--- config.mk ---
export PLATFORM = sky130hd
export DESIGN_NAME = psg_bus_sequencer
export DESIGN_NICKNAME = d
export VERILOG_FILES = /design/src/rtl/psg_bus_sequencer.sv
export SDC_FILE = /design/constraint.sdc
export NUM_CORES = 1
export LEC_CHECK = 0
export ABC_AREA = 0
export BUFFER_PORTS_ARGS = -buffer_cell sky130_fd_sc_hd__buf_2
export CAP_MARGIN = 20
export CELL_PAD_IN_SITES_DETAIL_PLACEMENT = 0
export CELL_PAD_IN_SITES_GLOBAL_PLACEMENT = 1
export CORE_MARGIN = 1.5
export CORE_UTILIZATION = 39
export CTS_CLUSTER_DIAMETER = 30
export DETAILED_ROUTE_END_ITERATION = 8
export PLACE_DENSITY_LB_ADDON = 0.1
export SLEW_MARGIN = 20
export SYNTH_ARGS = -nofsm -noshare
export SYNTH_HDL_FRONTEND = slang
export SYNTH_SLANG_ARGS = --single-unit
--- constraint.sdc ---
create_clock -name CLK -period 2.7 [get_ports CLK]
set_input_delay 0.54 -clock CLK [delete_from_list [all_inputs] [get_ports CLK]]
set_output_delay 0.54 -clock CLK [all_outputs]
set_load 0.05 [all_outputs]
--- src/rtl/psg_bus_sequencer.sv ---
// Round-robin two-port arbiter that turns register requests into ym2149 BDIR/BC/DI
// phase sequences (latch, write/read, gap), skipping the latch when the address is cached.
module psg_bus_sequencer #(
   parameter bit ADDR_CACHE = 1'b1
) (
   input  logic       CLK,
   input  logic       RESET,
   input  logic       P0_REQ,
   input  logic       P0_WE,
   input  logic [3:0] P0_ADDR,
   input  logic [7:0] P0_WDATA,
   output logic       P0_ACK,
   output logic [7:0] P0_RDATA,
   input  logic       P1_REQ,
   input  logic [3:0] P1_ADDR,
   input  logic [7:0] P1_WDATA,
   output logic       P1_ACK,
   output logic       PSG_BDIR,
   output logic       PSG_BC,
   output logic [7:0] PSG_DI,
   input  logic [7:0] PSG_DO,
   output logic       BUSY
);

   typedef enum logic [2:0] {ST_IDLE, ST_LATCH, ST_WRITE, ST_READ, ST_GAP} state_t;

   state_t     state_q, state_d;
   logic       port_q, port_d;
   logic       we_q, we_d;
   logic [3:0] addr_q, addr_d;
   logic [7:0] wdata_q, wdata_d;
   logic       last_grant_q, last_grant_d;
   logic       cache_valid_q, cache_valid_d;
   logic [3:0] cache_addr_q, cache_addr_d;
   logic [7:0] rdata_q, rdata_d;
   logic       bdir_q, bdir_d;
   logic       bc_q, bc_d;
   logic [7:0] di_q, di_d;
   logic       p0_ack_q, p0_ack_d;
   logic       p1_ack_q, p1_ack_d;
   logic       grant1;

   always_comb begin
      state_d       = state_q;
      port_d        = port_q;
      we_d          = we_q;
      addr_d        = addr_q;
      wdata_d       = wdata_q;
      last_grant_d  = last_grant_q;
      cache_valid_d = cache_valid_q;
      cache_addr_d  = cache_addr_q;
      rdata_d       = rdata_q;
      // On a tie the port that did not win last time takes the bus.
      grant1        = P1_REQ && (!P0_REQ || !last_grant_q);

      case (state_q)
         ST_IDLE: begin
            if (P0_REQ || P1_REQ) begin
               port_d       = grant1;
               we_d         = grant1 ? 1'b1 : P0_WE;
               addr_d       = grant1 ? P1_ADDR : P0_ADDR;
               wdata_d      = grant1 ? P1_WDATA : P0_WDATA;
               last_grant_d = grant1;
               if (ADDR_CACHE && cache_valid_q && (addr_d == cache_addr_q))
                  state_d = we_d ? ST_WRITE : ST_READ;
               else
                  state_d = ST_LATCH;
            end
         end
         ST_LATCH: begin
            state_d       = we_q ? ST_WRITE : ST_READ;
            cache_addr_d  = addr_q;
            cache_valid_d = 1'b1;
         end
         ST_WRITE: state_d = ST_GAP;
         ST_READ: begin
            state_d = ST_GAP;
            rdata_d = PSG_DO;
         end
         ST_GAP:  state_d = ST_IDLE;
         default: state_d = ST_IDLE;
      endcase

      // Bus pins are decoded from the next state so they register in step with it.
      bdir_d = 1'b0;
      bc_d   = 1'b0;
      di_d   = 8'h00;
      case (state_d)
         ST_LATCH: begin
            bdir_d = 1'b1;
            bc_d   = 1'b1;
            di_d   = {4'h0, addr_d};
         end
         ST_WRITE: begin
            bdir_d = 1'b1;
            di_d   = wdata_d;
         end
         ST_READ: bc_d = 1'b1;
         default: ;
      endcase
      p0_ack_d = (state_d == ST_GAP) && !port_d;
      p1_ack_d = (state_d == ST_GAP) && port_d;
   end

   always_ff @(posedge CLK) begin
      if (RESET) begin
         state_q       <= ST_IDLE;
         last_grant_q  <= 1'b1;
         cache_valid_q <= 1'b0;
         rdata_q       <= 8'h00;
         bdir_q        <= 1'b0;
         bc_q          <= 1'b0;
         di_q          <= 8'h00;
         p0_ack_q      <= 1'b0;
         p1_ack_q      <= 1'b0;
      end else begin
         state_q       <= state_d;
         last_grant_q  <= last_grant_d;
         cache_valid_q <= cache_valid_d;
         rdata_q       <= rdata_d;
         bdir_q        <= bdir_d;
         bc_q          <= bc_d;
         di_q          <= di_d;
         p0_ack_q      <= p0_ack_d;
         p1_ack_q      <= p1_ack_d;
      end
   end

   // Transaction payload is only meaningful after a grant, so it carries no reset.
   always_ff @(posedge CLK) begin
      port_q       <= port_d;
      we_q         <= we_d;
      addr_q       <= addr_d;
      wdata_q      <= wdata_d;
      cache_addr_q <= cache_addr_d;
   end

   assign P0_ACK   = p0_ack_q;
   assign P1_ACK   = p1_ack_q;
   assign P0_RDATA = rdata_q;
   assign PSG_BDIR = bdir_q;
   assign PSG_BC   = bc_q;
   assign PSG_DI   = di_q;
   assign BUSY     = (state_q != ST_IDLE);

endmodule

# --- Word level (Yosys, flattened, before mapping) ---
# Cells that the tools add are included.
op_classes:
  n_eq_ne: 8
  muxes: 17
  reduce_logical: 15
op_table:
  columns: ["op", "n"]
  rows:
  - ["$mux W8", 3]
  - ["$pmux W8 S2", 1]
  - ["$eq A3 B2 Y1 const B", 4]
  - ["$mux W4", 3]
  - ["$pmux W3 S3", 1]
  - ["$mux W1", 7]
  - ["$eq A3 B1 Y1 const B", 2]
  - ["$reduce_or A2 Y1", 3]
  - ["$eq A4 B4 Y1", 1]
  - ["$logic_and A1 B1 Y1", 4]
  - ["$eq A3 B3 Y1 const B", 1]
  - ["$logic_not A1 Y1", 3]
  - ["$logic_not A3 Y1", 1]
  - ["$mux W3", 1]
  - ["$reduce_bool A3 Y1", 1]
  - ["$logic_or A1 B1 Y1", 2]
  - ["$mux W2", 1]
  - ["$reduce_and A2 Y1", 1]
totals:
  wordCells: 54
  out_inout_bits: 21
  regBits: 43
  input_bits: 37

# --- Longest topological paths before layout ---
depth:
  depth_word: 12
  depth_mapped: 8
  depth_no_buf: 6

# --- Worst setup path after synthesis ---
# OpenSTA, ideal clock, no wires.
synth_path:
  kind: "in2reg"
  startpoint: "input port P1_REQ"
  endpoint: "register di_q[0], in the netlist PSG_DI[0]"
  setup_slack_ns: 0.782
  t_required_ns: 2.571
  arrival_ns: 1.789
  setup_ns: 0.129
  path_stages: 6
  cell_sequence: "a21boi_4 -> mux2i_1 -> mux2_4 -> nand4_2 -> o21a_2 -> o22ai_1"
synth_via:
  elab_chain_cells: 9
  word_cells_on_any_way: 18
  cone_classes: "eq/ne: 3; mux: 12; reduce/logical: 3"
synth_lines:
  columns: ["item", "line", "text"]
  rows:
  - ["start, declared", "14", "input logic P1_REQ,"]
  - ["$logic_and A1 B1 Y1", "54", "grant1 = P1_REQ && (!P0_REQ || !last_grant_q);"]
  - ["$mux W4", "61", "addr_d = grant1 ? P1_ADDR : P0_ADDR;"]
  - ["$eq A4 B4 Y1", "64", "if (ADDR_CACHE && cache_valid_q && (addr_d == cache_addr_q))"]
  - ["$logic_and A1 B1 Y1", "64", null]
  - ["$mux W2", "64", null]
  - ["$mux W3", "58", "if (P0_REQ || P1_REQ) begin"]
  - ["$pmux W3 S3", "56", "case (state_q)"]
  - ["$eq A3 B2 Y1 / $eq A3 B1 Y1 (equally long branches)", "88", "case (state_d)"]
  - ["$pmux W8 S2 *", "88", null]
  - ["end signal, assigned", "123", "di_q <= di_d;"]
  - ["end, declared", "38", "logic [7:0] di_q, di_d;"]
# Every way passes the cells marked *; elsewhere a longest branch is shown, timed or not.
# A chain may end at the register's enable or synchronous reset.

# --- Worst setup path after layout ---
layout_path:
  startpoint: "register state_q[1]"
  endpoint: "output port BUSY"
layout_via:
  elab_chain_cells: 1
layout_lines:
  columns: ["item", "line", "text"]
  rows:
  - ["start, declared", "27", "state_t state_q, state_d;"]
  - ["start signal, assigned", "117", "state_q <= state_d;"]
  - ["$reduce_bool A3 Y1", "144", "assign BUSY = (state_q != ST_IDLE);"]
  - ["end, declared", "22", "output logic BUSY"]
# Every way passes these cells.

==> metrics.cfg <==
[synth]
synthAdderAreaFrac_pct = 0
synthSimpleGateAreaFrac_pct = 13.3
synth_top_area_cell = dfxtp_1
yosys_warnings = 0
synth_area_leaders = dfxtp_1 (47%), mux2i_1 (12%), edfxtp_1 (9.2%), nor2_1 (5.5%), inv_1 (3.0%)
synth_area_per_cell_um2 = 10.1
synth_edf_count = 5
muxShareOfSynthArea_pct = 13.2
synth-xor-area-share_pct = 1.61
synth_top_area_share_pct = 46.6
synth_seq_cells = 43
synth_top_family_by_area = simple AND/OR/NAND/NOR gates
synth_flop_cell = dfxtp_1
synth_most_common_cell = dfxtp_1
syn_inst = 162
yosysSeqAreaShare_pct = 55.8
postSynthNetCount = 199
synth-compound-area-share_pct = 11.2
netlist_top_cells_count = dfxtp_1 (38), nor2_1 (24), mux2i_1 (20)
netlist_area_um2 = 1630
synth_cell_types = 32
ys_async_sr_fraction_pct = 0

[worst_setup_path]
critical_path_arrival_ns = 1.43
start_kind = flop
crit_end = BUSY
criticalPathCategory = flop to output port
regToRegStartpoint = last_grant_q$_SDFFE_PP1P_
reg2reg_slack_ns = 0.77
reg2reg_to = PSG_DI[2]$_SDFF_PP0_
worstPathRequired_ns = 2.16
cp-end-kind = output port
startpoint = state_q[1]$_SDFF_PP0_
path_max_fanout = 6
rr_worst_depth = 6

[placed_design]
placed_cells = 265
io_buffers = 57
place_hpwl_um = 2500
gp_congestion = 0.742
pre_cts_ws_ns = 0.428

[grt]
grt_max_degree = 20
grt_antenna_before_repair = 0
grt_pass1_wl_um = 5100
grt_usage_pct = 15.4
grt_overflow = 0
grt_pass1_vias = 1196

[floorplanning]
start_util_pct = 40.8
core_area_um2 = 4000
die_w_um = 67.7
die_area_um2 = 4580
rows = 23
dieHeight_um = 67.7
boundaryPins = 58

[outcome]
status = complete, no violations

[clock_network]
cts_resized = 0
cts.clk_slew.worst_paths_ns = 0.08
clock_latency_ns = 0.29
cts_buffers = 5
cts_buffer_depth = 2
post-cts-setup-buffers = 0
h-tree-depth = 2
cts_tree = built
postCtsHoldBufs = 0
root_buffer = clkbuf_8
clock-sinks = 43

[sta]
fin_setup_tns_ns = 0
hold_viol = 0
layout_setup_ws_ns = 0.731
rsz0062_at_grt = no
fmax_mhz = 508
skew_ns = 0.00399
relSlewSlack_pct = 42.1
maxSlewViolCount = 0
fin_crit_ns = 1.97
finalCritPeriodShare_pct = 72.9
fin_worst_hold_slack_ns = 0.435
worst_pin_slew_ns = 0.862
setup_viol = 0

[finish]
drive_gt1_share_pct = 32.3
multiInputGateArea_um2 = 641
fill_cells = 409
antenna_cells = 0
area_growth_pct = 26.4
final_cells = 273
finalNetCount = 259
regArea_um2 = 911

[pwr]
leakage_nw = 1.02
ir_drop_mv = 0.348
p_per_area_nw_per_um2 = 783

[worst_hold_path]
hold_class = flop to flop

[routing]
routed_wirelength_um = 3330
drc = 0
dr_total_vias = 1289
drt_iter0_drc = 34
vias_per_cell = 4.72
avgRoutedWirePerCell_um = 12.2
first_pass_iters = 4
drtAntennaViolNets = 0

[job]
max_cap_violations = 0

critical path: stages, from the launching register on:
cell     delay (ns)
dfxtp_1        0.36
nor3_1         0.39
inv_1          0.15
buf_2          0.24
state kept, by name, summed over array words and instances, names as in the netlist:
register and flops:
last_grant_q 1, cache_addr_q 4, PSG_DI 8, wdata_q 8, we_q 1, PSG_BDIR 1, P1_ACK 1, P0_ACK 1
port_q 1, state_q 3, cache_valid_q 1, PSG_BC 1, addr_q 4, P0_RDATA 8
worst min-delay path by stage:
| stage | start | endpoint | slack (ns) | cells past startpoint |
|---|---|---|---|---|
| after global routing | addr_q[2]$_DFF_P_ | cache_addr_q[2]$_DFFE_PP_ | 0.45 | 0 |
| after global placement | addr_q[2]$_DFF_P_ | cache_addr_q[2]$_DFFE_PP_ | 0.41 | 0 |
| after detailed placement | addr_q[2]$_DFF_P_ | cache_addr_q[2]$_DFFE_PP_ | 0.42 | 0 |
| after CTS | addr_q[2]$_DFF_P_ | cache_addr_q[2]$_DFFE_PP_ | 0.44 | 0 |
| after floorplan | addr_q[0]$_DFF_P_ | cache_addr_q[0]$_DFFE_PP_ | 0.41 | 0 |
| final | addr_q[2]$_DFF_P_ | cache_addr_q[2]$_DFFE_PP_ | 0.44 | 0 |
report_power, final:
part	switching [mW]	internal (mW)
combinational	0.254	0.124
sequential	0.0410	0.760
clock	0.203	0.233
area by class of cell:
| cell class | instances | share of cell area (%) |
|---|---|---|
| Clock buffer | 8 | 4.85 |
| Sequential cell | 43 | 44.1 |
| Inverter | 13 | 2.37 |
| Multi-Input combinational cell | 100 | 31.0 |
| Timing Repair Buffer | 59 | 14.6 |
| Tap cell | 50 | 3.03 |
routing by layer:
layer  up-vias  GRT usage (%)  wire length [um]
met1       577           17.6              1430
li1        663              -                 -
met5         -              0                 0
met3         7           4.50               212
met4         0           7.65                65
met2        42           26.0              1620
cell families (layout without fill, tap and decap cells):
logic type | after synthesis | after routing
compound gates | 29 | 29
xor+xnor | 3 | 3
buf+inv | 19 | 80
flops | 43 | 43
mux | 21 | 21
simple gates | 47 | 47
cells in the final DEF (no fill, tap or decap), drive strengths merged, types with 2 or more instances in the layout:
cell	instances
buf	59
dfxtp	38
nor2	25
mux2i	20
inv	13
o21ai	12
nand2	10
clkbuf	8
a21oi	5
edfxtp	5
o22ai	4
nor3	3
xor2	3
a211oi	2
nand3	2
a21boi	2
metrics by stage:
stage                     power [mW]  utilization, %  area, um^2
after floorplan                 1.09               -        1630
after global placement          1.19            49.1        1960
after detailed placement        1.20            49.1        1960
after CTS                       1.63            51.6        2060
after global routing            1.71            51.6        2060
final                           1.62            51.6        2060
No activity file was read; power rests on OpenSTA's default activity.
